==> src/rtl/instr_fetch_stage_if.sv <==
// Fetch-stage bus: instruction memory port, pre-decoder feedback, branch redirect
// and issue-history outputs. The master modport is the fetch stage itself.
interface instr_fetch_stage_if #(
  parameter int unsigned ISIZE = 16,
  parameter int unsigned ASIZE = 16
);
  logic             PC_En;
  logic             instr_sel;
  logic             stall;
  logic             br_taken;
  logic [ASIZE-1:0] br_target;
  logic [ASIZE-1:0] imem_addr;
  logic [ISIZE-1:0] imem_rdata;
  logic [ISIZE-1:0] Instr;
  logic [ISIZE-1:0] LastInstr;
  logic [ISIZE-1:0] Last3Instr;
  logic [ASIZE-1:0] if_id_pc;
  logic [15:0]      bubble_cnt;
  logic [15:0]      fetch_cnt;

  modport master (
    input  PC_En, instr_sel, stall, br_taken, br_target, imem_rdata,
    output imem_addr, Instr, LastInstr, Last3Instr, if_id_pc, bubble_cnt, fetch_cnt
  );

  modport slave (
    output PC_En, instr_sel, stall, br_taken, br_target, imem_rdata,
    input  imem_addr, Instr, LastInstr, Last3Instr, if_id_pc, bubble_cnt, fetch_cnt
  );
endinterface

==> src/rtl/instr_fetch_stage.sv <==
// Fetch stage: PC, NOP-bubble issue select, 3-deep issue history, stall-safe redirect.
// Optional issue statistics counters are built when FETCH_STATS_EN is defined.
module instr_fetch_stage #(
  parameter int unsigned       ISIZE     = 16,
  parameter int unsigned       ASIZE     = 16,
  parameter logic [ISIZE-1:0]  NOP_INSTR = 16'h7000,
  parameter logic [ASIZE-1:0]  RESET_PC  = '0
) (
  input logic                  clk,
  input logic                  rst,
  instr_fetch_stage_if.master  bus
);

  logic [ASIZE-1:0] pc_q, pc_d;
  logic [ASIZE-1:0] if_id_pc_q;
  logic [ISIZE-1:0] hist0_q, hist1_q, hist2_q;
  logic             redirect_pend_q, redirect_pend_d;
  logic [ASIZE-1:0] redirect_tgt_q, redirect_tgt_d;

  logic             redirect;
  logic             issue_nop;
  logic [ISIZE-1:0] issued;
  logic [ASIZE-1:0] redirect_addr;

  // A live branch beats a target parked during a stall (newest wins).
  always_comb begin
    redirect      = bus.br_taken | redirect_pend_q;
    redirect_addr = bus.br_taken ? bus.br_target : redirect_tgt_q;
    issue_nop     = redirect | bus.instr_sel;
    issued        = issue_nop ? NOP_INSTR : bus.imem_rdata;
  end

  always_comb begin
    pc_d            = pc_q;
    redirect_pend_d = redirect_pend_q;
    redirect_tgt_d  = redirect_tgt_q;
    if (bus.stall) begin
      if (bus.br_taken) begin
        redirect_pend_d = 1'b1;
        redirect_tgt_d  = bus.br_target;
      end
    end else begin
      redirect_pend_d = 1'b0;
      if (redirect) begin
        pc_d = redirect_addr;
      end else if (bus.PC_En) begin
        pc_d = pc_q + ASIZE'(1);
      end
    end
  end

  always_ff @(posedge clk or posedge rst) begin
    if (rst) begin
      redirect_pend_q <= 1'b0;
      redirect_tgt_q  <= '0;
    end else begin
      redirect_pend_q <= redirect_pend_d;
      redirect_tgt_q  <= redirect_tgt_d;
    end
  end

  // History resets to NOP so the pre-decoder never sees a phantom 00-class word.
  always_ff @(posedge clk or posedge rst) begin
    if (rst) begin
      pc_q       <= RESET_PC;
      if_id_pc_q <= '0;
      hist0_q    <= NOP_INSTR;
      hist1_q    <= NOP_INSTR;
      hist2_q    <= NOP_INSTR;
    end else if (!bus.stall) begin
      pc_q       <= pc_d;
      if_id_pc_q <= pc_q;
      hist0_q    <= issued;
      hist1_q    <= hist0_q;
      hist2_q    <= hist1_q;
    end
  end

  assign bus.imem_addr  = pc_q;
  assign bus.Instr      = bus.imem_rdata;
  assign bus.LastInstr  = hist0_q;
  assign bus.Last3Instr = hist2_q;
  assign bus.if_id_pc   = if_id_pc_q;

`ifdef FETCH_STATS_EN
  logic [15:0] bubble_cnt_q;
  logic [15:0] fetch_cnt_q;

  always_ff @(posedge clk or posedge rst) begin
    if (rst) begin
      bubble_cnt_q <= '0;
      fetch_cnt_q  <= '0;
    end else if (!bus.stall) begin
      if (issue_nop) begin
        if (bubble_cnt_q != '1) bubble_cnt_q <= bubble_cnt_q + 16'd1;
      end else begin
        if (fetch_cnt_q != '1) fetch_cnt_q <= fetch_cnt_q + 16'd1;
      end
    end
  end

  assign bus.bubble_cnt = bubble_cnt_q;
  assign bus.fetch_cnt  = fetch_cnt_q;
`else
  assign bus.bubble_cnt = '0;
  assign bus.fetch_cnt  = '0;
`endif

endmodule

==> src/flat_wrapper.sv <==
// flat-port wrapper written by rule: the top's interface ports become plain ports
module instr_fetch_stage_flat 
#(
  parameter int unsigned       ISIZE     = 16,
  parameter int unsigned       ASIZE     = 16,
  parameter logic [ISIZE-1:0]  NOP_INSTR = 16'h7000,
  parameter logic [ASIZE-1:0]  RESET_PC  = '0
)
  (clk, rst, bus_PC_En, bus_instr_sel, bus_stall, bus_br_taken, bus_br_target, bus_imem_rdata, bus_imem_addr, bus_Instr, bus_LastInstr, bus_Last3Instr, bus_if_id_pc, bus_bubble_cnt, bus_fetch_cnt);
  instr_fetch_stage_if #(.ISIZE(ISIZE), .ASIZE(ASIZE)) bus_i ();
  input logic clk;
  input logic rst;
  input wire logic [$bits(bus_i.PC_En)-1:0] bus_PC_En;
  input wire logic [$bits(bus_i.instr_sel)-1:0] bus_instr_sel;
  input wire logic [$bits(bus_i.stall)-1:0] bus_stall;
  input wire logic [$bits(bus_i.br_taken)-1:0] bus_br_taken;
  input wire logic [$bits(bus_i.br_target)-1:0] bus_br_target;
  input wire logic [$bits(bus_i.imem_rdata)-1:0] bus_imem_rdata;
  output wire logic [$bits(bus_i.imem_addr)-1:0] bus_imem_addr;
  output wire logic [$bits(bus_i.Instr)-1:0] bus_Instr;
  output wire logic [$bits(bus_i.LastInstr)-1:0] bus_LastInstr;
  output wire logic [$bits(bus_i.Last3Instr)-1:0] bus_Last3Instr;
  output wire logic [$bits(bus_i.if_id_pc)-1:0] bus_if_id_pc;
  output wire logic [$bits(bus_i.bubble_cnt)-1:0] bus_bubble_cnt;
  output wire logic [$bits(bus_i.fetch_cnt)-1:0] bus_fetch_cnt;
  assign bus_i.PC_En = bus_PC_En;
  assign bus_i.instr_sel = bus_instr_sel;
  assign bus_i.stall = bus_stall;
  assign bus_i.br_taken = bus_br_taken;
  assign bus_i.br_target = bus_br_target;
  assign bus_i.imem_rdata = bus_imem_rdata;
  assign bus_imem_addr = bus_i.imem_addr;
  assign bus_Instr = bus_i.Instr;
  assign bus_LastInstr = bus_i.LastInstr;
  assign bus_Last3Instr = bus_i.Last3Instr;
  assign bus_if_id_pc = bus_i.if_id_pc;
  assign bus_bubble_cnt = bus_i.bubble_cnt;
  assign bus_fetch_cnt = bus_i.fetch_cnt;
  instr_fetch_stage #(.ISIZE(ISIZE), .ASIZE(ASIZE), .NOP_INSTR(NOP_INSTR), .RESET_PC(RESET_PC)) u_core (.clk(clk), .rst(rst), .bus(bus_i));
endmodule
==> config.mk <==
export PLATFORM = sky130hd
export DESIGN_NAME = instr_fetch_stage_flat
export DESIGN_NICKNAME = d
export VERILOG_FILES = /design/src/rtl/instr_fetch_stage_if.sv /design/src/rtl/instr_fetch_stage.sv /design/src/flat_wrapper.sv
export SDC_FILE = /design/constraint.sdc
export NUM_CORES = 1
export LEC_CHECK = 0
export BUFFER_PORTS_ARGS = -buffer_cell sky130_fd_sc_hd__buf_4
export CORE_MARGIN = 2
export CORE_UTILIZATION = 50
export DETAILED_ROUTE_END_ITERATION = 6
export GPL_ROUTABILITY_DRIVEN = 0
export PLACE_DENSITY = 0.8
export SYNTH_ARGS = -nofsm -noshare
export SYNTH_HDL_FRONTEND = slang
export SYNTH_SLANG_ARGS = --single-unit
==> constraint.sdc <==
create_clock -name clk -period 8.5 [get_ports clk]
set_input_delay 0.85 -clock clk [delete_from_list [all_inputs] [get_ports clk]]
set_output_delay 0.85 -clock clk [all_outputs]
set_load 0.02 [all_outputs]
==> results of run 1 <==
[flip-flops by register name, summed over array words and instances (netlist names)]
name                    count
u_core.redirect_tgt_q      16
u_core.bus.if_id_pc        16
u_core.bus.LastInstr       16
u_core.bus.imem_addr       16
u_core.redirect_pend_q      1
u_core.bus.Last3Instr      16
u_core.hist1_q             16
[stage by stage]
stage | hold slack (ns) | total power, µW
2_1_floorplan | 0.451 | 756
3_3_place_gp | 0.464 | 847
3_5_place_dp | 0.473 | 855
4_1_cts | 0.494 | 1120
5_1_grt | 0.515 | 1170
6_report | 0.498 | 1110
[power by group through the flow]
| stage | clock network (µW) | logic, µW | registers, µW |
|---|---|---|---|
| after floorplan | 0 | 142 | 614 |
| after CTS | 276 | 278 | 569 |
| final | 269 | 276 | 569 |
| after global routing | 296 | 297 | 577 |
| after detailed placement | 0 | 277 | 577 |
| after global placement | 0 | 272 | 575 |
[worst paths after layout]
kind | start | end | slack [ns] | cells past startpoint
worst min-delay path | u_core.redirect_tgt_q[8] | u_core.redirect_tgt_q[8] | 0.50 | 2
worst max-delay path | bus_stall | u_core.redirect_tgt_q[1] | 6.30 | 3
max in group asynchronous | rst | u_core.bus.imem_addr[10] | 6.87 | 3
worst min register to register | u_core.redirect_tgt_q[8] | u_core.redirect_tgt_q[8] | 0.50 | 2
min in group asynchronous | rst | u_core.bus.LastInstr[11] | 0.53 | 2
worst max register to register | u_core.redirect_pend_q | u_core.bus.imem_addr[15] | 6.42 | 4
[critical path, delay by kind of cell]
kind	cells	cell delay (ns)
multiplexers	1	0.44
AND/OR/NAND/NOR	1	0.45
buffers and inverters	1	0.65
[cells in the mapped netlist (2+ instances only)]
cell / instances
nand3_1: 3
nand4_2: 3
a2bb2oi_1: 4
o22ai_1: 2
o21ai_0: 19
nor3_1: 4
clkbuf_1: 3
dfstp_2: 9
mux2i_1: 3
buf_2: 13
nor3_2: 2
buf_1: 2
nor2_1: 14
a22o_1: 14
o31ai_1: 5
nand2_1: 19
mux2_1: 3
a211oi_1: 2
mux2_2: 53
o41ai_1: 2
a21o_1: 2
buf_6: 3
dfrtp_1: 88
a21oi_1: 25
inv_1: 13
o22a_1: 4
nor2b_1: 3
buf_4: 48
[cells by family after synthesis]
| kind of cell | after synthesis |
|---|---|
| flip-flops | 97 |
| multiplexers | 59 |
| adder cells (fa/ha/maj) | 1 |
| AND/OR/NAND/NOR | 60 |
| AO/OA/AOI/OAI | 88 |
| other | 1 |
| buffers and inverters | 82 |
[metal layers]
| metal | global-route usage | vias to the layer above | wire, µm |
|---|---|---|---|
| li1 | - | 1469 | - |
| met4 | 0.0516 | 0 | 113 |
| met3 | 0.0316 | 13 | 569 |
| met5 | 0 | - | 0 |
| met2 | 0.282 | 124 | 4360 |
| met1 | 0.270 | 1540 | 4140 |
[cell type report]
cell class	instances	area [µm²]	share of cell area
Sequential cell	97	2440	0.450
Clock buffer	10	128	0.0236
Multi-Input combinational cell	240	1740	0.320
Clock inverter	6	42.5	0.00785
Inverter	13	51.3	0.00947
Tap cell	108	135	0.0249
Timing Repair Buffer	118	886	0.164
==> flow_results.org, run 1 <==
** Status
- The flow ran to the end, and the final reports show no timing, DRC or antenna violations.

** Die
- Number of placed I/O pins :: 150
- The floorplan step defined a core boundary enclosing 0.00881 mm².
- Row count :: 34
- Die outline width :: about 100 µm
- Initial Utilization :: 0.521
- Die area :: around 0.01 mm²
- Die Ht :: approximately 100 µm

** Setup path
- Crit path capture type :: flop
- Cell Chain, Critical Path :: buf_4 > nand2_2 > mux2_1
- Startpoint types :: primary input
- For the worst setup path, the data required time is between 8 and 9 ns.
- The largest single stage delay on the critical path is around 0.65 ns.
- Critical path data arrival time :: 2.44 ns
- Largest fanout of any net on the critical path :: slightly below 80
- Type of the worst setup path :: in2reg
- The slowest stage of the critical path is the buf_4 cell.

** Placed design
- Once detailed placement completed, the half-perimeter wirelength came to between 6 and 7 mm.
- In this run, placement finished with an instance count of between 500 and 600.
- Setup Slack @ Placement :: 5.90 ns
- Once placement finished, the instance area stood at 0.00525 mm².
- Input and output buffers added on the ports amount to 117.

** Drt
- Total wire length after detailed routing :: ~9.2 mm
- The detail route stage leaves a number of antenna-violating nets equal to 0.
- Dividing the detail-routed via count by the number of cells gives approximately 5.3.
- DRC :: 0
- In the final routed layout, each cell accounts on average for around 16 µm.
- Number of optimization iterations in the first detailed-route pass :: 4
- Via count of the routed design :: about 3,100
- Detailed Route Iter0 Violations :: ~120

** GRT
- Tot GR Track Use :: 0.184
- Global routing finished with a remaining overflow of 0.
- First-pass GRT wire length :: 14.7 mm
- The initial antenna violation count was 0.
- Vias in the first global route :: 2,894
- Entering global routing, the biggest net connects 80 pins.

** Synth
- Yosys mapped a number of flops with a built-in enable equal to 0.
- The synthesized-area fraction occupied by ao, oa, aoi and oai cells came to 0.132.
- In this run, distinct cell masters in the synthesized netlist total approximately 50.
- Synthesized cell area :: ~0.0046 mm²
- Combinational family with the most area after synthesis :: multiplexers
- Top cell type's share of synthesized area :: 0.480
- Post-synth top area cell :: dfrtp_1
- Of the total synthesized cell area, the portion taken by AND, OR, NAND and NOR gates is 0.0737.
- Each instance of the synthesized netlist takes up on average about 12 µm².
- After technology mapping, the gate count stands at 388.
- Sorting the synthesized cells by area gives the leading types as dfrtp_1 48%, mux2_2 13%, buf_4 7.9%.
- Yosys warning count :: 0
- Sequential-to-total area share from yosys stat :: 0.532
- Xor and xnor area share after synthesis :: 0
- In this run, synthesis produced a sequential element count of between 90 and 100.
- Flip-flop cell with the highest count after synthesis :: dfrtp_1
- Fraction of synthesized area in multiplexers :: 0.144
- Of the total synthesized cell area, the portion taken by full adders, half adders and majority gates is 0.00273.
- For this run, asynchronously set or reset flops after synthesis account for 1.00.

** Clock network
- Clock edge transition at the registers on the reported setup and hold paths :: ~0.09 ns
- Worst-Skew Late Latency :: 0.35 ns
- Sink count of the clock tree :: 97
- Gates resized during post-CTS repair numbered 0.
- Buffers inserted to repair hold after CTS numbered 0.
- Clock tree synthesis inserted a total of 9 buffers.
- TritonCTS built the clock tree.
- H-tree depth :: 3
- Once the clock tree was built, the setup fixing pass inserted 0 buffers.
- CTS root buf :: clkbuf_8
- Number of buffers between clock root and the deepest sink :: 2

** Cells and area
- The top cell types in the final layout, fill and taps aside, are 118 x buf_4, 88 x dfrtp_1, 53 x mux2_2.
- Share of layout cells above drive strength 1 :: 0.438
- The repair_antennas step left the layout with diodes totalling 0.
- The finished cells cover between 0.005 and 0.006 mm².
- From synthesis to final layout, the design area changed by 18.1%.
- Final net count :: between 500 and 600
- Excluding fillers, the count of instances in the completed layout stands at a little under 600.
- Measured on the finished design, the core utilization comes to 0.615.
- Leaving out fill and tap cells, the most frequent cell in the layout is buf_4.
- Filler cells :: roughly 730

** STA
- For the finished layout, the period the worst path requires is 2.20 ns.
- The final hold violation count came to 0.
- Endpoints failing setup :: 0
- Measured against its own limit, the worst slew margin works out to 0.418.
- Worst Max-Slew Pin Slew :: between 0.8 and 0.9 ns
- Setup repair after global routing left no endpoint under its margin.
- Period utilisation layout :: 0.259
- Clock skew after layout :: around 0.012 ns
- Setup TNS :: 0 ns
- The final-report max-slew violation count is 0.
- Setup WS post-layout :: approximately 6.3 ns
- Peak Freq :: between 400 and 500 MHz

** Pwr
- Internal portion of total power :: around 750 µW
- The share of total power dissipated in sequential elements is 0.511.
- Of the total power, combinational logic draws 0.247.
- Of the total power, the share spent switching nets is 0.328.
- Maximum resistive drop on vdd :: approximately 83 µV
- Power density cells :: a little over 200 mW/mm²
- Total net switching power :: 365 µW
- Static leakage :: around 0.0026 µW
- The share of total power dissipated in the clock network is 0.242.

** Hold path
- The tightest min-delay check is of the reg2reg type.

** Flow run
- Across the run, the number of max-cap violations was 0.
No activity file was read; power rests on OpenSTA's default activity.
==> inputs of run 2 (changes only) <==
clock period = 2.1 ns   (was 8.5 ns; I/O delays follow)
==> run 2 against run 1 <==
Compared with the run above:
- worst hold slack got worse by 0.43 ns
- clock power grew to 4.6 times the previous value
- routed wire length rose by 1.2%
- global-route usage is 0.70 points higher
- cell count rose by 0.68%
- die area is the same
- largest power group unchanged
- highest routed layer unchanged
- count of clock-buffer cells in the layout is 1 higher
- combinational power grew to 4.1 times the previous value
==> flow_results.org, run 2 (synthesized netlist as in run 1, its figures left out) <==
** Setup path
- The signal on the critical path passes through ha_1 > nand3_2 > or2_1 > o31ai_1 > a21oi_1.
- Worst reg2reg path depth :: 5 (+1)
- Internal reg-to-reg setup slack :: 0.27 ns (-6.15 ns)
- Critical path data arrival time :: 2.07 ns (-0.37 ns)
- Capture point of the worst path :: u_core.bus.imem_addr[10]
- R2R Path Start :: u_core.bus.imem_addr[0]
- Critical Path Slowest Stage Cell :: dfrtp_1
- Crit path capture type :: flop
- Data required, critical path :: 2.34 ns (-6.40 ns)
- Capture point of the worst reg-to-reg path :: u_core.bus.imem_addr[10]
- Critical path's largest stage delay :: 0.49 ns (-0.16 ns)
- The most critical setup path has its startpoint at u_core.bus.imem_addr[0].
- The critical-path maximum fanout came to 9 (-89%).
- The critical path is of the reg2reg type.
- Startpoint types :: flop

** STA
- Worst Max-Slew Pin Slew :: 0.850 ns (-0.0189 ns)
- The total setup violations reported at the end of the flow is 0 (unchanged).
- Max_slew headroom :: 0.430 (+0.0127)
- In the finished design, the share of the clock period the worst path needs comes to 0.872.
- Setup repair after global routing left no endpoint under its margin.
- For the finished layout, the period the worst path requires is between 1.5 and 2 ns.
- Clock skew after layout :: 0.0118 ns (-0.000181 ns)
- Hold Vio Cnt, Final :: 0 (unchanged)
- The worst-case hold slack was 0.0677 ns (-0.430 ns).
- Peak Freq :: 546 MHz
- Slew Viols, Final :: 0 (unchanged)
- The final-layout setup total negative slack is 0 ns (unchanged).

** Drt
- The number of design rule violations left after detail routing came to 0 (unchanged).
- The via total after detailed routing is 3,129 (-0.54%).
- Top routing layer in use :: met4
- The length of routed wiring on met1 is 3.99 mm (-3.5%).
- The met3 wire length was 618 µm (+8.6%).
- DR WL met2 :: 4.61 mm (+5.7%)
- The count of TritonRoute iterations in the first routing pass was 4 (unchanged).
- Number of nets with antenna violations after routing :: 0 (unchanged)
- Detailed Route Iter0 Violations :: 111 (-8.3%)
- The total length of routed wires was 9.29 mm (+1.2%).
- Via/cell ratio :: 5.25 (-1.2%)
- The detail-routed net length per standard cell came to 15.6 µm (+0.52%).

** Cells and area
- The number of antenna cells inserted was 0 (unchanged).
- The share of layout cells above drive strength 1 was 0.441 (+0.00256).
- Filler cells :: 705 (-2.9%)
- Compared with the post-synthesis result, the final layout area differs by 19.9%.
- Summed area of non-filler cells in the final layout :: 0.00550 mm² (+1.5%)
- The top cell types in the final layout, fill and taps aside, are 120 x buf_4, 88 x dfrtp_1, 53 x mux2_2.
- Commonest non-fill, non-tap cell in the layout :: buf_4
- The number of nets in the layout is 522 (+0.77%).

** Die
- Die outline width :: 99.8 µm (unchanged)
- The effective utilization at floorplan is 0.521 (unchanged).
- The die span in y is 99.8 µm (unchanged).
- The number of top-level design ports was 150 (unchanged).
- Area inside the core boundary :: 0.00881 mm² (unchanged)
- The total die area was 0.00995 mm² (unchanged).
- Row count :: 34 (unchanged)

** Placed design
- Number of input and output port buffers inserted :: 117 (unchanged)
- The HPWL after detailed placement came to 6.61 mm (+0.78%).
- DP Area :: 0.00528 mm² (+0.69%)

** Clock network
- H-tree depth :: 3 (unchanged)
- The number of clock buffers inserted by TritonCTS came to 9 (unchanged).
- The largest buffer count on any clock path was 2 (unchanged).
- The worst-skew pair later-pin latency was 0.37 ns (+0.02 ns).
- The tree is rooted in a clkbuf_8.
- The CTS sink count is 97 (unchanged).
- Clock tree from TritonCTS :: built
- The clock transition time at the flip-flop clock pins of the worst setup and hold paths is 0.10 ns (about the same).

** Status
- The run finished with clean final reports.

** GRT
- The number of global-route vias before repair came to 2,992 (+3.4%).
- The maximum number of pins on one net before global-route repair was 98 (+23%).
- The global-route wire length before repair came to 14.9 mm (+1.4%).
- Number of antenna violations at the first check in global routing :: 0 (unchanged)
- The global route total overflow was 0 (unchanged).
- The global routing usage summed across all routing layers was 0.191 (+0.00695).

** Pwr
- The worst vdd rail ir drop came to 383 µV (+360%).
- Static leakage :: 0.00267 µW (+1.4%)
- The total power was 4670 µW (+320%).
- Power density cells :: 850 mW/mm² (+310%)

** Flow run
- The max-cap violation count came to 0 (unchanged).

** Hold path
- The path class of the tightest hold or removal check is in2reg.
## run 2: cell count changes in the layout (fill, tap and decap cells not counted)
cell	before	now
bufinv_16	0	1
inv_6	2	1
dlygate4sd3_1	0	1
clkinv_4	0	2
buf_4	118	120
inv_4	1	0
clkbuf_8	9	10
buf_12	0	1
clkinv_2	2	0
## run 2: routing by layer
layer  global-route usage  up-vias
met5                    0        -
met4               0.0548        0
met1                0.251     1507
met3               0.0597        8
li1                     -     1481
met2                0.305      133
## run 2: where the power goes
group	switching [µW]	internal (µW)	total (µW)
clock network	649	592	1240
logic	637	498	1140
registers	190	2100	2290
total	1480	3190	4670
## run 2: timing repair
item,in CTS,in global routing
resized for setup,0,0
setup buffers,0,0
hold buffers,1,0
hold endpoints to repair,15,0
## run 2: final cells by class
type | instances | area, µm² | area share
Sequential cell | 97 | 2440 | 0.444
Multi-Input combinational cell | 240 | 1740 | 0.316
Timing Repair Buffer | 122 | 931 | 0.169
Clock buffer | 11 | 141 | 0.0257
Tap cell | 108 | 135 | 0.0246
Clock inverter | 5 | 63.8 | 0.0116
Inverter | 13 | 52.6 | 0.00956
## run 2: worst min-delay path by stage
| stage | start | end | slack, ns | depth (start not counted) |
|---|---|---|---|---|
| finish | bus_br_target[4] | u_core.redirect_tgt_q[4] | 0.07 | 2 |
| global route | bus_imem_rdata[11] | u_core.bus.LastInstr[11] | 0.04 | 2 |
| floorplan | bus_imem_rdata[0] | u_core.bus.LastInstr[0] | 0.34 | 1 |
| detailed placement | rst | u_core.redirect_tgt_q[12] | 0.40 | 3 |
| global placement | rst | u_core.redirect_tgt_q[10] | 0.40 | 3 |
| CTS | bus_br_target[4] | u_core.redirect_tgt_q[4] | 0.05 | 2 |
## run 2: stage by stage
stage | std cells | setup slack (ns) | util
6_report | 596 | 0.269 | 0.624
5_1_grt | 596 | 0.177 | 0.624
4_1_cts | 596 | 0.281 | 0.624
3_5_place_dp | 579 | 0.327 | 0.600
3_3_place_gp | 579 | 0.367 | 0.600
2_1_floorplan | 419 | 0.471 | -
## run 2: worst max-delay path: cells and delay by family, from the launching register on
family | cells | cell delay (ns)
AO/OA/AOI/OAI | 2 | 0.41
adder cells (fa/ha/maj) | 1 | 0.26
flip-flops | 1 | 0.49
AND/OR/NAND/NOR | 2 | 0.53
==> inputs of run 3 (changes only) <==
CORE_UTILIZATION = 51   (was 50)
PLACE_DENSITY = 0.81   (was 0.8)
RECOVER_POWER = 50   (was unset)
==> run 3 against run 2 <==
Compared with the run above:
- via count is 2.6% higher
- critical endpoint is now u_core.bus.Last3Instr[8]
- largest cell class unchanged
- highest routed layer unchanged
- critical path depth is 2 lower
- register-to-register slack better by 0.09 ns
- routed wire length is 0.84% higher
==> flow_results.org, run 3 (synthesized netlist as in run 1, its figures left out) <==
** GRT
- Met1 Use GR :: 0.260 (+0.00827)
- The global route total overflow is 0 (unchanged).
- Number of antenna violations at the first check in global routing :: 0 (unchanged)
- Tot GR Track Use :: 0.193 (+0.00227)
- Most used routing layer :: met2
- Largest net degree at the start of global routing :: 42 (-57%)
- The global-route wire length before repair is 15.0 mm (+0.55%).
- The met2 usage in global routing is 0.313 (+0.00884).
- GR Layer Usage met3 :: 0.0426 (-0.0172)
- Vias in the first global route :: 3,050 (+1.9%)

** STA
- Clock skew after layout :: 0.00993 ns (-0.00182 ns)
- Hold Vio Cnt, Final :: 0 (unchanged)
- Setup TNS :: 0 ns (unchanged)
- Peak Freq :: 573 MHz (+5.0%)
- The slew at the pin closest to its max-slew limit came to 1.39 ns (+0.542 ns).
- The worst max-slew margin expressed relative to the limit is 0.0670 (-0.363).
- The final-report max-slew violation count came to 0 (unchanged).
- Endpoints failing setup :: 0 (unchanged)
- The shortest clock period the worst path allows after layout came to 1.74 ns (-0.0870 ns).
- The final critical-path share of the clock period is 0.831 (-0.0414).
- RSZ-0062 raised after global routing :: false

** Die
- Initial Utilization :: 0.526 (+0.00508)
- Row count :: 34 (unchanged)
- Die Ht :: 98.8 µm (-0.95%)
- Die outline width :: 98.8 µm (-0.95%)
- Die area :: 0.00976 mm² (-1.9%)
- The number of top-level design ports came to 150 (unchanged).
- The floorplan core area was 0.00872 mm² (-0.97%).

** Setup path
- Critical path data arrival time :: 1.99 ns (-0.08 ns)
- Critical path's largest stage delay :: 0.98 ns (+0.49 ns)
- The largest individual stage delay along the critical path comes from the cell clkbuf_1.
- Cell Chain, Critical Path :: buf_4 > clkbuf_1 > mux2_2
- Largest fanout of any net on the critical path :: 37 (+28)
- Type of the worst setup path :: in2reg
- The required time of the critical path came to 2.35 ns (about the same).
- Crit path capture type :: flop
- STA classifies the critical path startpoint as a primary input.

** Placed design
- The count of input and output buffers came to 117 (unchanged).
- Estimated wirelength of the detail-placed design :: 6.84 mm (+3.4%)
- The number of placed instances, taps included came to 582 (+0.52%).

** Clock network
- Inserted Clock Buffers :: 9 (unchanged)
- TritonCTS built the clock tree.
- The total number of H-tree levels was 3 (unchanged).
- The total setup buffers inserted after CTS is 0 (unchanged).
- Number of buffers between clock root and the deepest sink :: 2 (unchanged)
- The CTS sink count is 97 (unchanged).
- The clock transition time at the flip-flop clock pins of the worst setup and hold paths was 0.10 ns (about the same).
- The post-cts gate resize count is 0 (unchanged).
- The quantity of hold-fixing buffers added after cts was 1 (unchanged).
- CTS root buf :: clkbuf_8
- Worst-Skew Late Latency :: 0.36 ns (about the same)

** Pwr
- Maximum resistive drop on vdd :: 407 µV (+6.3%)
- The leakage power of the design was 0.00256 µW (-4.3%).
- The power density over the cells was 875 mW/mm² (+3.0%).

** Cells and area
- Leaving out fill and tap cells, the most frequent cell in the layout is dfrtp_1.
- The share of layout cells above drive strength 1 came to 0.363 (-0.0780).
- Compared with the post-synthesis result, the final layout area differs by 17.8%.
- In the layout the commonest cells are 88 x dfrtp_1, 84 x buf_4, 53 x mux2_2.
- Antenna cell count :: 0 (unchanged)
- Final cell count without fillers :: 599 (+0.50%)
- The number of nets in the layout came to 525 (+0.57%).

** Drt
- Detailed-route wire length per cell :: 15.6 µm (+0.33%)
- The number of antenna-violating nets in the routed design is 0 (unchanged).
- Detailed Route Iter0 Violations :: 163 (+47%)
- Total wire length after detailed routing :: 9.37 mm (+0.84%)
- The count of TritonRoute iterations in the first routing pass came to 4 (unchanged).
- The via total after detailed routing was 3,211 (+2.6%).
- Via/cell ratio :: 5.36 (+2.1%)
- The number of design rule violations left after detail routing came to 0 (unchanged).

** Status
- The run finished with clean final reports.

** Hold path
- Class of the worst hold path :: in2reg

** Flow run
- Number of max-cap violations :: 0 (unchanged)
[run 3: final cells by class]
cell class | instances | area (µm²)
Clock buffer | 11 | 131
Clock inverter | 5 | 86.3
Fill cell | 747 | 3320
Inverter | 13 | 50.0
Multi-Input combinational cell | 240 | 1730
Sequential cell | 97 | 2440
Tap cell | 108 | 135
Timing Repair Buffer | 125 | 827
[run 3: final timing paths]
kind | from | endpoint | slack [ns] | depth (start not counted)
max | bus_stall | u_core.bus.Last3Instr[8] | 0.36 | 3
min | bus_br_target[1] | u_core.redirect_tgt_q[1] | 0.06 | 2
max reg2reg | u_core.bus.imem_addr[0] | u_core.bus.imem_addr[10] | 0.36 | 5
min reg2reg | u_core.redirect_tgt_q[8] | u_core.redirect_tgt_q[8] | 0.49 | 2
max in group asynchronous | rst | u_core.bus.Last3Instr[12] | 0.57 | 4
min in group asynchronous | rst | u_core.bus.if_id_pc[7] | 0.71 | 3
[run 3: worst max-delay path, delay by kind of cell]
kind / cells / cell delay, ns
mux: 1 / 0.42
buf+inv: 2 / 1.33
[run 3: through the flow]
step / area [µm²] / setup slack (ns) / total power, µW / hold slack [ns] / utilization
global route: 5400 / 0.170 / 4950 / 0.0537 / 0.619
global placement: 5320 / 0.362 / 3450 / 0.340 / 0.610
floorplan: 4700 / 0.471 / 3060 / 0.339 / -
finish: 5400 / 0.356 / 4720 / 0.0645 / 0.619
detailed placement: 5320 / 0.347 / 3480 / 0.347 / 0.610
CTS: 5550 / 0.362 / 4830 / 0.0521 / 0.636
[run 3: report_power, final]
group / internal, µW / total, µW / switching (µW)
Clock: 683 / 1340 / 658
Sequential: 2100 / 2290 / 189
Combinational: 448 / 1090 / 642
[run 3: layer usage]
metal	share of wire	wire [µm]	vias to the layer above
met5	0	0	-
met4	0.013	119	0
met3	0.067	632	12
met2	0.50	4670	133
met1	0.42	3940	1582
li1	-	-	1484
